### config.mk
export PLATFORM = sky130hd
export DESIGN_NAME = elevator_car_sequencer
export DESIGN_NICKNAME = d
export VERILOG_FILES = /design/src/rtl/elevator_pkg.sv /design/src/rtl/elevator_phase_timer.sv /design/src/rtl/elevator_car_sequencer.sv
export SDC_FILE = /design/constraint.sdc
export NUM_CORES = 1
export LEC_CHECK = 0
export BUFFER_PORTS_ARGS = -buffer_cell sky130_fd_sc_hd__buf_2
export CELL_PAD_IN_SITES_DETAIL_PLACEMENT = 1
export CELL_PAD_IN_SITES_GLOBAL_PLACEMENT = 1
export CORE_MARGIN = 3
export CORE_UTILIZATION = 46
export CTS_BUF_LIST = sky130_fd_sc_hd__clkbuf_4 sky130_fd_sc_hd__clkbuf_8
export DETAILED_ROUTE_END_ITERATION = 6
export GPL_ROUTABILITY_DRIVEN = 0
export PLACE_DENSITY_LB_ADDON = 0.1
export SETUP_SLACK_MARGIN = 0.02
export SKIP_LAST_GASP = 1
export SLEW_MARGIN = 20
export SYNTH_ARGS = -nofsm -noshare
export SYNTH_HDL_FRONTEND = slang
export SYNTH_SLANG_ARGS = --single-unit
export TNS_END_PERCENT = 1
### constraint.sdc
create_clock -name clk -period 3.7 [get_ports clk]
set_input_delay 0.37 -clock clk [delete_from_list [all_inputs] [get_ports clk]]
set_output_delay 0.37 -clock clk [all_outputs]
set_load 0.05 [all_outputs]
### src/rtl/elevator_pkg.sv
// Shared types and constants for the elevator car sequencing block.
package elevator_pkg;

  typedef enum logic [2:0] {
    ST_PARKED       = 3'd0,
    ST_TRAVEL_UP    = 3'd1,
    ST_TRAVEL_DOWN  = 3'd2,
    ST_DOOR_OPENING = 3'd3,
    ST_DWELL        = 3'd4,
    ST_DOOR_CLOSING = 3'd5,
    ST_HALT         = 3'd6
  } state_e;

  localparam logic FLOOR_1 = 1'b0;
  localparam logic FLOOR_2 = 1'b1;

  // Car is standing at a landing (not travelling, not halted).
  function automatic logic is_stationary(state_e s);
    return (s == ST_PARKED) || (s == ST_DOOR_OPENING) ||
           (s == ST_DWELL)  || (s == ST_DOOR_CLOSING);
  endfunction

endpackage

### src/rtl/elevator_phase_timer.sv
// Down-counter timing each sequencer phase; done when the count reaches zero.
module elevator_phase_timer #(
  parameter int CNT_W = 8
) (
  input  logic             clk,
  input  logic             reset,
  input  logic             load_i,
  input  logic [CNT_W-1:0] load_val_i,
  output logic             done_o
);

  logic [CNT_W-1:0] cnt_q;

  // Load on strobe, otherwise count down and hold at zero.
  always_ff @(posedge clk or posedge reset) begin
    if (reset) begin
      cnt_q <= '0;
    end else if (load_i) begin
      cnt_q <= load_val_i;
    end else if (cnt_q != '0) begin
      cnt_q <= cnt_q - 1'b1;
    end
  end

  assign done_o = (cnt_q == '0);

endmodule

### src/rtl/elevator_car_sequencer.sv
// Sequences car travel and door motion for a two-floor elevator.
//
// state           | meaning
// PARKED          | door closed, waiting for a request to the other floor
// TRAVEL_UP       | motor driving car from floor 1 to floor 2
// TRAVEL_DOWN     | motor driving car from floor 2 to floor 1
// DOOR_OPENING    | door opening motion
// DWELL           | door fully open, held while obstructed
// DOOR_CLOSING    | door closing motion, obstruction reopens fully
// HALT            | emergency stop latched until reset
module elevator_car_sequencer
  import elevator_pkg::*;
#(
  parameter int TRAVEL_CYCLES = 16,
  parameter int DOOR_CYCLES   = 4,
  parameter int DWELL_CYCLES  = 8,
  parameter int CNT_W         = 8
) (
  input  logic clk,
  input  logic reset,
  input  logic target_1_i,
  input  logic target_2_i,
  input  logic door_obstruct_i,
  input  logic estop_i,
  output logic motor_up_o,
  output logic motor_down_o,
  output logic door_open_cmd_o,
  output logic door_close_cmd_o,
  output logic door_is_open_o,
  output logic at_floor_1_o,
  output logic at_floor_2_o,
  output logic busy_o,
  output logic fault_o
);

  localparam logic [CNT_W-1:0] LD_TRAVEL = CNT_W'(TRAVEL_CYCLES - 1);
  localparam logic [CNT_W-1:0] LD_DOOR   = CNT_W'(DOOR_CYCLES - 1);
  localparam logic [CNT_W-1:0] LD_DWELL  = CNT_W'(DWELL_CYCLES - 1);

  state_e           state_q, state_d;
  logic             pos_q, pos_d;
  logic             timer_load;
  logic [CNT_W-1:0] timer_load_val;
  logic             timer_done;

  logic motor_up_q, motor_down_q, door_open_q, door_close_q, door_is_open_q;
  logic at_floor_1_q, at_floor_2_q, busy_q, fault_q;

  elevator_phase_timer #(.CNT_W(CNT_W)) u_timer (
    .clk        (clk),
    .reset      (reset),
    .load_i     (timer_load),
    .load_val_i (timer_load_val),
    .done_o     (timer_done)
  );

  // Next state, car position and timer reload; estop outranks everything.
  always_comb begin
    state_d    = state_q;
    pos_d      = pos_q;
    timer_load = 1'b0;
    if (estop_i) begin
      state_d = ST_HALT;
    end else begin
      case (state_q)
        ST_PARKED: begin
          if (target_2_i && !target_1_i && pos_q == FLOOR_1)      state_d = ST_TRAVEL_UP;
          else if (target_1_i && !target_2_i && pos_q == FLOOR_2) state_d = ST_TRAVEL_DOWN;
        end
        ST_TRAVEL_UP, ST_TRAVEL_DOWN: begin
          if (timer_done) begin
            state_d = ST_DOOR_OPENING;
            pos_d   = ~pos_q;
          end
        end
        ST_DOOR_OPENING: if (timer_done) state_d = ST_DWELL;
        ST_DWELL: begin
          if (door_obstruct_i) timer_load = 1'b1;
          else if (timer_done) state_d = ST_DOOR_CLOSING;
        end
        ST_DOOR_CLOSING: begin
          if (door_obstruct_i) state_d = ST_DOOR_OPENING;
          else if (timer_done) state_d = ST_PARKED;
        end
        ST_HALT: state_d = ST_HALT;
        default: state_d = ST_HALT;
      endcase
    end
    if (state_d != state_q) timer_load = 1'b1;
  end

  // Phase length loaded for whichever state is being entered.
  always_comb begin
    case (state_d)
      ST_TRAVEL_UP, ST_TRAVEL_DOWN:     timer_load_val = LD_TRAVEL;
      ST_DOOR_OPENING, ST_DOOR_CLOSING: timer_load_val = LD_DOOR;
      ST_DWELL:                         timer_load_val = LD_DWELL;
      default:                          timer_load_val = '0;
    endcase
  end

  // State, position and registered Moore outputs decoded from the next state.
  always_ff @(posedge clk or posedge reset) begin
    if (reset) begin
      state_q        <= ST_PARKED;
      pos_q          <= FLOOR_1;
      motor_up_q     <= 1'b0;
      motor_down_q   <= 1'b0;
      door_open_q    <= 1'b0;
      door_close_q   <= 1'b0;
      door_is_open_q <= 1'b0;
      at_floor_1_q   <= 1'b1;
      at_floor_2_q   <= 1'b0;
      busy_q         <= 1'b0;
      fault_q        <= 1'b0;
    end else begin
      state_q        <= state_d;
      pos_q          <= pos_d;
      motor_up_q     <= (state_d == ST_TRAVEL_UP);
      motor_down_q   <= (state_d == ST_TRAVEL_DOWN);
      door_open_q    <= (state_d == ST_DOOR_OPENING);
      door_close_q   <= (state_d == ST_DOOR_CLOSING);
      door_is_open_q <= (state_d == ST_DWELL);
      at_floor_1_q   <= is_stationary(state_d) && (pos_d == FLOOR_1);
      at_floor_2_q   <= is_stationary(state_d) && (pos_d == FLOOR_2);
      busy_q         <= (state_d != ST_PARKED);
      fault_q        <= (state_d == ST_HALT);
    end
  end

  assign motor_up_o       = motor_up_q;
  assign motor_down_o     = motor_down_q;
  assign door_open_cmd_o  = door_open_q;
  assign door_close_cmd_o = door_close_q;
  assign door_is_open_o   = door_is_open_q;
  assign at_floor_1_o     = at_floor_1_q;
  assign at_floor_2_o     = at_floor_2_q;
  assign busy_o           = busy_q;
  assign fault_o          = fault_q;

endmodule
; ---- After elaboration in Yosys (flattened, before gate mapping)
; Cells that the tools add are included.
[totals]
output_inout_bits = 9
input_bits = 6
register_bits = 21
[op_classes]
reduce_logical = 20
addsub = 1
muxes = 20
eq_ne = 12
bitwise_logic = 2
[op_table]
columns = operator, count
row1 = 3-bit 2-to-1 mux, 9
row2 = 8-bit 2-to-1 mux, 2
row3 = "3-bit == test, second input constant", 5
row4 = 3-bit case mux with 5 select lines, 1
row5 = "3-bit by 2-bit == test with 1-bit output, second input constant", 4
row6 = 4-bit case mux with 3 select lines, 1
row7 = 8-bit logical NOT, 1
row8 = 8-bit nonzero test, 1
row9 = "8-bit by 1-bit subtractor with 8-bit output, second input constant", 1
row10 = 1-bit 2-to-1 mux, 7
row11 = "3-bit by 1-bit == test with 1-bit output, second input constant", 2
row12 = 1-bit logical AND, 6
row13 = 3-bit logical NOT, 2
row14 = 2-bit OR reduction, 3
row15 = 1-bit logical OR, 3
row16 = 3-bit inequality test, 1
row17 = 3-bit nonzero test, 1
row18 = 1-bit logical NOT, 2
row19 = 1-bit inverter, 2
row20 = 2-bit nonzero test, 1

; ---- Depth between registers and ports, before layout
; Gate-level depths: netlist of run 1.
[depth]
ltp_word = 12
mapped_depth = 9

; ---- Hierarchy
; A second synthesis of run 1 with hierarchy kept.
[unflattened]
hier_cells = 131
area_unflattened_um2 = 1222.4
[by_module_without_submodules]
columns = mod, area_per_inst_um2, cells_per_inst, n_inst
row1 = elevator_car_sequencer, 725.7, 75, 1
row2 = elevator_phase_timer, 496.7, 56, 1

; ---- Least setup slack after synthesis of run 1
; Ideal clock, no wire load.
[synth_path]
kind = register to register
startpoint = register u_timer.cnt_q[0]
endpoint = register at_floor_2_q (netlist: at_floor_2_o)
setup_ns = 0.124
arrival_time_ns = 1.983
path_stages_with_launch = 10
required_time_ns = 3.576
synth_period_minus_slack_ns = 2.107
path_slack_ns = 1.593
path_cell_list = dfrtp_1 -> inv_1 -> ha_1 -> nor3b_2 -> nand2_4 -> or3_1 -> a31o_4 -> clkinv_4 -> mux2i_1 -> nor2b_1
[synth_via]
elab_chain_len = 10
word_cells_on_any_way = 20
[synth_lines]
columns = element, line_no
row1 = start: declaration, elevator_phase_timer.sv:12  ; logic [CNT_W-1:0] cnt_q;
row2 = start signal: assignment, elevator_phase_timer.sv:19  ; cnt_q <= load_val_i;
row3 = start signal: assignment, elevator_phase_timer.sv:21  ; cnt_q <= cnt_q - 1'b1;
row4 = 8-bit logical NOT (*), elevator_phase_timer.sv:25  ; assign done_o = (cnt_q == '0);
row5 = "3-bit 2-to-1 mux, on equally long branches", "elevator_car_sequencer.sv:83, elevator_car_sequencer.sv:79"
row6 = "3-bit 2-to-1 mux, on equally long branches", "elevator_car_sequencer.sv:82, elevator_car_sequencer.sv:78"
row7 = 3-bit case mux with 5 select lines (*), elevator_car_sequencer.sv:65  ; case (state_q)
row8 = 3-bit 2-to-1 mux (*), elevator_car_sequencer.sv:62  ; if (estop_i) begin
row9 = named net state_d[0], elevator_car_sequencer.sv:40  ; state_e state_q, state_d;
row10 = 3-bit by 2-bit == test with 1-bit output or 3-bit logical NOT (tied branches), elevator_pkg.sv:19  ; return (s == ST_PARKED) || (s == ST_DOOR_OPENING) ||
row11 = 1-bit logical OR (2 in series), elevator_pkg.sv:19
row12 = 1-bit logical OR (*), elevator_pkg.sv:20  ; (s == ST_DWELL) || (s == ST_DOOR_CLOSING);
row13 = 1-bit logical AND (*), elevator_car_sequencer.sv:125  ; at_floor_2_q <= is_stationary(state_d) && (pos_d == FLOOR_2);
row14 = end signal: assignment, elevator_car_sequencer.sv:125
row15 = end: declaration, elevator_car_sequencer.sv:47  ; logic at_floor_1_q, at_floor_2_q, busy_q, fault_q;
; Mark *: on every way through the listed nets, which the timed path passes. The rest lies on a longest branch.
; A chain may end at the register's enable or synchronous reset.

; ---- Worst setup path after layout of run 1
; Same ends and word-level chain as after synthesis.

==> results of run 1 <==
-- metal layers --
| metal | wire length, microns | GRT usage [%] | up-vias | part of all wire [%] |
|---|---|---|---|---|
| li1 | - | - | 468 | - |
| met1 | 1323 | 24.71 | 487 | 44 |
| met2 | 1548 | 34.91 | 13 | 52 |
| met3 | 49 | 3.394 | 6 | 1.6 |
| met4 | 70 | 9.934 | 0 | 2.3 |
| met5 | 0 | 0 | - | 0 |
-- kinds of logic (layout without fill, tap and decap cells) --
| family | after synthesis | in the layout | synth area share [%] |
|---|---|---|---|
| AO/OA/AOI/OAI | 29 | 29 | 20.46 |
| XOR/XNOR | 9 | 9 | 6.509 |
| adder cells (fa/ha/maj) | 2 | 2 | 2.066 |
| buffers and inverters | 13 | 28 | 4.545 |
| flip-flops | 21 | 21 | 43.49 |
| multiplexers | 1 | 1 | 0.8265 |
| AND/OR/NAND/NOR | 47 | 47 | 22.11 |
-- path summary, 6_finish.rpt --
kind | startpoint | end | slack [ns] | cells past startpoint
worst min-delay path | reset | motor_up_o | 0.19 | 2
worst max register to register | u_timer.cnt_q[0] | at_floor_2_o | 1.28 | 9
worst max-delay path | u_timer.cnt_q[0] | at_floor_2_o | 1.28 | 9
worst min register to register | pos_q | pos_q | 0.59 | 1
max in group asynchronous | reset | u_timer.cnt_q[1] | 3.02 | 2
min in group clk | estop_i | fault_o | 0.40 | 3
-- registers in the layout (all words and copies together) (netlist names) --
| signal | flops |
|---|---|
| at_floor_2_o | 1 |
| at_floor_1_o | 1 |
| u_timer.cnt_q | 8 |
| busy_o | 1 |
| motor_up_o | 1 |
| motor_down_o | 1 |
| state_q | 3 |
| door_is_open_o | 1 |
| door_close_cmd_o | 1 |
| door_open_cmd_o | 1 |
| pos_q | 1 |
| fault_o | 1 |
-- synthesized netlist by cell type, types with 2 or more instances --
cell type	number	share of area (%)
a31oi_1	3	1.5
clkbuf_1	2	0.62
nand3_1	6	2.5
nor3_1	5	2.1
xnor2_1	6	4.3
nor2b_1	2	1.0
o21ai_1	2	0.83
nand2_1	6	1.9
inv_1	8	2.5
nor2_1	17	5.3
ha_1	2	2.1
o21ai_0	4	1.7
xor2_1	3	2.2
a21oi_1	4	1.7
dfrtp_1	20	41
-- cell type report --
type                    count  area share (%)
flip-flops and latches     21           39.57
well taps                  28           2.632
clock inverters             1          0.3759
clock buffers               3           1.692
multi-input cells          88           47.27
inverters                  10           3.195
repair buffers             14           5.263
-- stage by stage --
step | std cells | setup WS [ns] | instance area (sq um)
6_report | 165 | 1.283 | 1331
5_1_grt | 165 | 1.081 | 1331
4_1_cts | 165 | 1.283 | 1331
3_5_place_dp | 161 | 1.305 | 1304
3_3_place_gp | 161 | 1.417 | 1304
2_1_floorplan | 122 | 1.593 | 1211
-- report_power, final --
part	switching, mW	total [mW]	internal, mW
Sequential	0.0729	0.348	0.276
Combinational	0.143	0.249	0.106
Clock	0.0761	0.117	0.0405
Total	0.292	0.714	0.422
==> impl_metrics.py, run 1 <==
metrics = {
    "status": {
        "outcome": "complete, no violations",
    },
    "global_routing": {
        "grt_max_degree": 22,
        "antenna_found_initial": 0,
        "grt_pass1_vias": 1057,
        "grt_usage_pct": 20.38,
        "grt_pass1_wl_microns": 5064,
        "grt_remaining_overflow": 0,
    },
    "clocking": {
        "path_clk_slew_ns": 0.13,
        "cts_setup_buffers": 0,
        "cts_tree": "yes",
        "cts_made_buffers": 3,
        "htreeDepth": 1,
        "clk_latency_ns": 0.31,
        "cts_resized": 0,
        "hold_buffers": 0,
        "cts-root-buf": "clkbuf_4",
        "cts_max_path_buffers": 2,
        "clock-sinks": 21,
    },
    "cells_and_area": {
        "final_common_cell": "dfrtp_1",
        "final_nets": 146,
        "fillers": 281,
        "final_cell_mix": "dfrtp_1, nor2_1, buf_2",
        "multi_input_area_sq_um": 629.4,
        "area.growth.synth_to_final_pct": 9.918,
        "drive_gt1_share_pct": 22.63,
        "seq_area_sq_um": 526.8,
        "insertedDiodeCount": 0,
        "fin_util_pct": 56.39,
    },
    "floorplan": {
        "start_util_pct": 51.30,
        "coreArea_sq_um": 2361,
        "chipWidth_microns": 57.31,
        "top_level_ports": 15,
        "die_h_microns": 57.31,
        "row_count": 17,
        "die-area_sq_um": 3284,
    },
    "worst_setup_path": {
        "cp-start-kind": "flop",
        "critical_path_class": "flop to flop",
        "end_kind": "flop",
        "critPathArrivalTime_ns": 2.63,
        "required_ns": 3.91,
        "cp_slowest_cell": "dfrtp_1",
        "path_cells": "inv_1, ha_1, nor3b_2, nand2_4, or3_1, a31o_4, clkinv_4, mux2i_1, nor2b_1",
        "crit_family": "simple AND/OR/NAND/NOR gates",
        "slowest_delay_ns": 0.42,
        "crit_fanout": 8,
        "path_buf_inv": 2,
    },
    "pwr": {
        "pwr_density_cell_nw_per_um2": 536.4,
        "p_leak_nw": 0.5786,
        "power_mw": 0.7140,
        "ir_drop_uv": 304.5,
    },
    "sta": {
        "relSlewSlack_pct": 46.08,
        "fin_tns_setup_ns": 0,
        "fin_worst_skew_ns": 0.003378,
        "fmax_mhz": 413.8,
        "worstMarginPinSlew_ns": 0.8080,
        "setup_viol": 0,
        "rsz0062_at_grt": "false",
        "drv_slew": 0,
        "fin_crit_sh_pct": 65.31,
        "whs_ns": 0.1869,
        "hold_viol": 0,
        "period_needed_ns": 2.417,
    },
    "placement": {
        "portBuffers": 14,
        "hpwl_microns": 2272,
    },
    "yosys": {
        "synth_warnings": 0,
        "synthCells": 122,
        "synth_edf_count": 0,
        "async_flop_share_pct": 100.0,
        "synth-seq-cells": 21,
        "yosysSeqAreaShare_pct": 43.49,
        "synthDistinctLibCells": 47,
        "netlist_area_sq_um": 1211,
        "synth.avg_cell_area_sq_um": 9.928,
        "ys.flop_type": "dfrtp_1",
        "syn_nets": 130,
    },
    "route": {
        "final_antenna_net_count": 0,
        "wirelength_microns": 2992,
        "first_iter_violations": 19,
        "dr_total_vias": 974,
        "post-route-drc-count": 0,
        "first_pass_iters": 4,
        "wl_per_cell_microns": 18.13,
        "vias_per_cell": 5.903,
    },
    "worst_hold_path": {
        "hold_class": "input pin to asynchronous set/reset pin",
    },
    "run": {
        "max_cap_violations": 0,
    },
}
(Power assumes the default switching activity.)
==> inputs of run 2 (changes only) <==
--- a/config.mk
+++ b/config.mk
@@ -9,7 +9,7 @@
 export CELL_PAD_IN_SITES_DETAIL_PLACEMENT = 1
 export CELL_PAD_IN_SITES_GLOBAL_PLACEMENT = 1
 export CORE_MARGIN = 3
-export CORE_UTILIZATION = 46
+export CORE_UTILIZATION = 41
 export CTS_BUF_LIST = sky130_fd_sc_hd__clkbuf_4 sky130_fd_sc_hd__clkbuf_8
 export DETAILED_ROUTE_END_ITERATION = 6
 export GPL_ROUTABILITY_DRIVEN = 0
==> constraint.sdc (replaced) <==
create_clock -name clk -period 1.9 [get_ports clk]
set_input_delay 0.19 -clock clk [delete_from_list [all_inputs] [get_ports clk]]
set_output_delay 0.19 -clock clk [all_outputs]
set_load 0.05 [all_outputs]
==> impl_metrics.py, run 2 (synthesized netlist as in run 1, its figures left out) <==
metrics = {
    "status": {
        "outcome": "finished, violations left",
        "violations": "setup timing",
    },
    "clocking": {
        "cts_max_path_buffers": 2,
        "htreeDepth": 1,
        "path_clk_slew_ns": 0.13,
        "cts_made_buffers": 3,
        "cts-root-buf": "clkbuf_4",
        "clock-sinks": 21,
        "clk_latency_ns": 0.30,
        "cts_tree": "yes",
    },
    "cells_and_area": {
        "top_regs": "u_timer.cnt_q: 8 flops, state_q: 3 flops",
        "top_register": "u_timer.cnt_q",
        "final_nets": 188,
        "seq_area_sq_um": 528.0,
        "final_common_cell": "buf_4",
        "fillers": 321,
        "area.growth.synth_to_final_pct": 43.08,
        "largest_register_ffs": 8,
        "drive_gt1_share_pct": 47.49,
        "multi_input_area_sq_um": 696.9,
        "insertedDiodeCount": 0,
        "final_cell_area_sq_um": 1733,
        "final_cell_mix": "buf_4, dfrtp_1, nor2_1",
    },
    "floorplan": {
        "row_count": 19,
        "start_util_pct": 43.54,
        "top_level_ports": 15,
        "die_h_microns": 60.35,
        "coreArea_sq_um": 2781,
        "die-area_sq_um": 3642,
        "chipWidth_microns": 60.35,
    },
    "route": {
        "wl_per_cell_microns": 18.72,
        "first_pass_iters": 4,
        "wirelength_microns": 3931,
        "first_iter_violations": 73,
        "dr_total_vias": 1152,
        "post-route-drc-count": 0,
        "final_antenna_net_count": 0,
        "vias_per_cell": 5.486,
    },
    "global_routing": {
        "grt_usage_pct": 22.33,
        "grt_remaining_overflow": 0,
        "grt_pass1_wl_microns": 5899,
        "grt_pass1_vias": 1185,
        "grt_max_degree": 22,
        "antenna_found_initial": 0,
    },
    "sta": {
        "worstMarginPinSlew_ns": 0.8178,
        "setup_ws_ns": -0.2594,
        "fin_worst_skew_ns": 0.009630,
        "relSlewSlack_pct": 45.42,
        "fmax_mhz": 463.1,
        "setup_viol": 19,
        "rsz0062_at_grt": "true",
        "fin_crit_sh_pct": 113.7,
        "period_needed_ns": 2.159,
        "drv_slew": 0,
        "hold_viol": 0,
    },
    "worst_setup_path": {
        "crit_fanout": 5,
        "cp-start-kind": "flop",
        "critPathArrivalTime_ns": 2.37,
        "end_kind": "flop",
        "critical_path_class": "flop to flop",
        "required_ns": 2.11,
    },
    "placement": {
        "dp_slack_ns": -0.2445,
        "portBuffers": 14,
        "placed_cell_area_sq_um": 1564,
        "hpwl_microns": 2779,
    },
    "pwr": {
        "ir_drop_uv": 875.1,
        "power_mw": 1.753,
        "p_leak_nw": 0.8056,
        "pwr_density_cell_nw_per_um2": 1011,
    },
    "run": {
        "max_cap_violations": 0,
    },
    "worst_hold_path": {
        "hold_class": "input pin to asynchronous set/reset pin",
    },
}
==> run 2: path summary, 6_finish.rpt <==
check	start	endpoint	slack (ns)	cells after the start
min reg2reg	pos_q	pos_q	0.62	1
max in group asynchronous	reset	u_timer.cnt_q[3]	1.31	2
min	reset	door_is_open_o	0.02	2
min in group clk	estop_i	fault_o	0.34	4
max reg2reg	u_timer.cnt_q[3]	u_timer.cnt_q[4]	-0.26	9
max	u_timer.cnt_q[3]	u_timer.cnt_q[4]	-0.26	9
==> run 2: layout make-up <==
class / count / share of cell area, %
Multi-Input combinational cell: 88 / 40.22
Sequential cell: 21 / 30.47
Timing Repair Buffer: 56 / 22.96
Inverter: 10 / 2.527
Tap cell: 31 / 2.238
Clock buffer: 3 / 1.300
Clock inverter: 1 / 0.2888
==> run 2: critical path: stages, from the launching register on <==
cell and delay [ns]:
dfrtp_2 0.45, buf_4 0.15, nor4_4 0.23, buf_4 0.19, nand2_4 0.07, buf_4 0.16, a221oi_1 0.37, a221o_2 0.26
buf_4 0.15, nor2_1 0.05
==> run 2: power breakdown <==
part | leakage, nW | internal (mW) | switching, mW
Clock | 0.0177 | 0.0785 | 0.139
Combinational | 0.536 | 0.469 | 0.432
Sequential | 0.252 | 0.539 | 0.0955
==> run 2: through the flow <==
stage          hold slack, ns  cells  utilization [%]  TNS (ns)
2_1_floorplan          0.1658    122                -   -0.4293
3_3_place_gp           0.3631    195            56.23    -1.341
3_5_place_dp           0.3745    195            56.23    -2.214
4_1_cts               0.02935    205            59.60    -2.135
5_1_grt               0.06147    210            62.30    -4.938
6_report              0.01801    210            62.30    -3.235
==> run 2: what timing repair did <==
item                                    4_1_cts  5_1_grt
endpoints found under the setup margin       19       20
resized for setup                             7        7
endpoints found under the hold margin         0        0
setup buffers                                 6        5
pin swaps                                     5        4
hold buffers                                  0        0
==> run 2: routing by layer <==
layer / track usage, % / share of wire [%] / vias up / routed length [microns]
met5: 0 / 0 / - / 0
li1: - / - / 549 / -
met2: 38.73 / 52 / 30 / 2056
met4: 4.747 / 1.9 / 0 / 74
met1: 30.11 / 42 / 567 / 1664
met3: 2.553 / 3.5 / 6 / 136
==> inputs of run 3 (changes only) <==
--- a/config.mk
+++ b/config.mk
@@ -9,8 +9,8 @@
 export CELL_PAD_IN_SITES_DETAIL_PLACEMENT = 1
 export CELL_PAD_IN_SITES_GLOBAL_PLACEMENT = 1
 export CORE_MARGIN = 3
-export CORE_UTILIZATION = 41
-export CTS_BUF_LIST = sky130_fd_sc_hd__clkbuf_4 sky130_fd_sc_hd__clkbuf_8
+export CORE_UTILIZATION = 39
+export CTS_BUF_LIST = sky130_fd_sc_hd__clkbuf_16
 export DETAILED_ROUTE_END_ITERATION = 6
 export GPL_ROUTABILITY_DRIVEN = 0
 export PLACE_DENSITY_LB_ADDON = 0.1
==> impl_metrics.py, run 3 (synthesized netlist as in run 1, its figures left out) <==
metrics = {
    "worst_setup_path": {
        "reg2reg_to": "u_timer.cnt_q[1]",
        "crit_fanout": 5,
        "critPathArrivalTime_ns": 2.32,
        "r2r_cells": 6,
        "critPathLaunch": "u_timer.cnt_q[3]",
        "r2r_slack_ns": -0.26,
        "critical_path_class": "flop to flop",
        "required_ns": 2.07,
        "end_kind": "flop",
        "cp-start-kind": "flop",
        "endpoint": "u_timer.cnt_q[1]",
        "r2r-start": "u_timer.cnt_q[3]",
    },
    "cells_and_area": {
        "fin_util_pct": 59.69,
        "final_cell_mix": "buf_4, dfrtp_1, nor2_1",
        "insertedDiodeCount": 0,
        "final_cell_area_sq_um": 1703,
        "final_nets": 182,
        "top_register": "u_timer.cnt_q",
        "largest_register_ffs": 8,
        "fillers": 333,
        "drive_gt1_share_pct": 41.04,
        "area.growth.synth_to_final_pct": 40.60,
        "top_regs": "u_timer.cnt_q: 8 flops, state_q: 3 flops",
        "final_common_cell": "buf_4",
    },
    "route": {
        "wirelength_microns": 3728,
        "first_iter_violations": 59,
        "final_antenna_net_count": 0,
        "dr_total_vias": 1148,
        "wl_per_cell_microns": 18.27,
        "first_pass_iters": 4,
        "vias_per_cell": 5.627,
        "post-route-drc-count": 0,
    },
    "pwr": {
        "p_comb_share_pct": 43.8,
        "power.switching_mw": 0.6643,
        "switching_share_pct": 35.21,
        "pwr_density_cell_nw_per_um2": 1108,
        "internal-power_mw": 1.222,
        "power_mw": 1.887,
        "p_leak_nw": 0.7989,
        "ir_drop_uv": 902.9,
        "power_frac_seq_pct": 33.3,
        "clockPowerShare_pct": 22.9,
    },
    "sta": {
        "period_needed_ns": 2.155,
        "relSlewSlack_pct": 47.47,
        "fin_worst_skew_ns": 0.002971,
        "fmax_mhz": 464.0,
        "fin_crit_sh_pct": 113.4,
        "drv_slew": 0,
        "setup_ws_ns": -0.2552,
        "rsz0062_at_grt": "true",
        "worstMarginPinSlew_ns": 0.7870,
        "hold_viol": 0,
        "setup_viol": 16,
    },
    "floorplan": {
        "chipWidth_microns": 61.73,
        "row_count": 19,
        "top_level_ports": 15,
        "start_util_pct": 42.46,
        "die_h_microns": 61.73,
        "coreArea_sq_um": 2853,
        "die-area_sq_um": 3810,
    },
    "status": {
        "violations": "setup timing",
        "outcome": "finished, violations left",
    },
    "clocking": {
        "cts_tree": "yes",
        "cts_max_path_buffers": 2,
        "clk_latency_ns": 0.25,
        "cts_made_buffers": 3,
        "path_clk_slew_ns": 0.06,
        "cts-root-buf": "clkbuf_16",
        "htreeDepth": 1,
        "clock-sinks": 21,
        "hold_buffers": 0,
    },
    "placement": {
        "portBuffers": 14,
        "hpwl_microns": 2750,
        "placed_cell_area_sq_um": 1572,
    },
    "global_routing": {
        "antenna_found_initial": 0,
        "grt_pass1_wl_microns": 6078,
        "grt_usage_pct": 22.27,
        "grt_max_degree": 22,
        "grt_remaining_overflow": 0,
        "grt_pass1_vias": 1245,
    },
    "run": {
        "max_cap_violations": 0,
    },
    "worst_hold_path": {
        "hold_class": "input pin to asynchronous set/reset pin",
    },
}
## run 3: changes by cell type in the layout (fill, tap and decap cells not counted), sizes merged
| cell | change |
|---|---|
| buf | -6 |
| clkinv | -2 |
| inv | +2 |
## run 3: how the worst min path moves through the flow
| stage | start | slack (ns) | endpoint |
|---|---|---|---|
| 6_report | reset | 0.08 | u_timer.cnt_q[5] |
| 4_1_cts | reset | 0.10 | u_timer.cnt_q[5] |
| 3_5_place_dp | reset | 0.38 | u_timer.cnt_q[5] |
| 5_1_grt | reset | 0.14 | u_timer.cnt_q[5] |
| 2_1_floorplan | reset | 0.17 | at_floor_2_o |
| 3_3_place_gp | reset | 0.35 | u_timer.cnt_q[5] |
## run 3: worst max-delay path, cell delays in order (launching register included)
cell      delay (ns)
dfrtp_1         0.38
or4_4           0.58
o41ai_4         0.45
a211o_1         0.20
a221o_2         0.24
o211ai_2        0.11
o21ai_1         0.11
## run 3: area by class of cell
class                           count  area, sq um  share of cell area, %
Clock inverter                      1        3.754                 0.2204
Sequential cell                    21        526.8                  30.93
Clock buffer                        3        75.07                  4.409
Inverter                           10        42.54                  2.498
Multi-Input combinational cell     88        650.6                  38.21
Timing Repair Buffer               50        365.4                  21.45
Tap cell                           31        38.79                  2.278
## run 3: repair_timing
| item | 4_1_cts | 5_1_grt |
|---|---|---|
| endpoints found under the setup margin | 18 | 19 |
| buffers inserted | 2 | 2 |
| pin swaps | 6 | 2 |
| resized for setup | 0 | 3 |
## run 3: power by group through the flow
stage	sequential (mW)	clock, mW	combinational, mW
finish	0.628	0.433	0.826
global route	0.638	0.454	0.899
detailed placement	0.640	0	0.746
CTS	0.625	0.443	0.793
floorplan	0.662	0	0.387
global placement	0.630	0	0.717
## run 3: per-stage QoR
stage	cells	TNS (ns)	hold slack [ns]	worst slack (ns)
floorplan	122	-0.4293	0.1658	-0.1094
global placement	196	-0.9089	0.3488	-0.1544
detailed placement	196	-1.849	0.3757	-0.2318
CTS	202	-2.626	0.1032	-0.2372
global route	204	-4.399	0.1388	-0.3340
finish	204	-2.762	0.07638	-0.2552
## run 3: metal layers
metal / track usage (%) / vias to the layer above / share of wire, %
li1: - / 542 / -
met1: 28.48 / 560 / 44
met2: 36.77 / 34 / 49
met3: 3.306 / 12 / 3.8
met4: 10.91 / 0 / 3.2
met5: 0 / - / 0
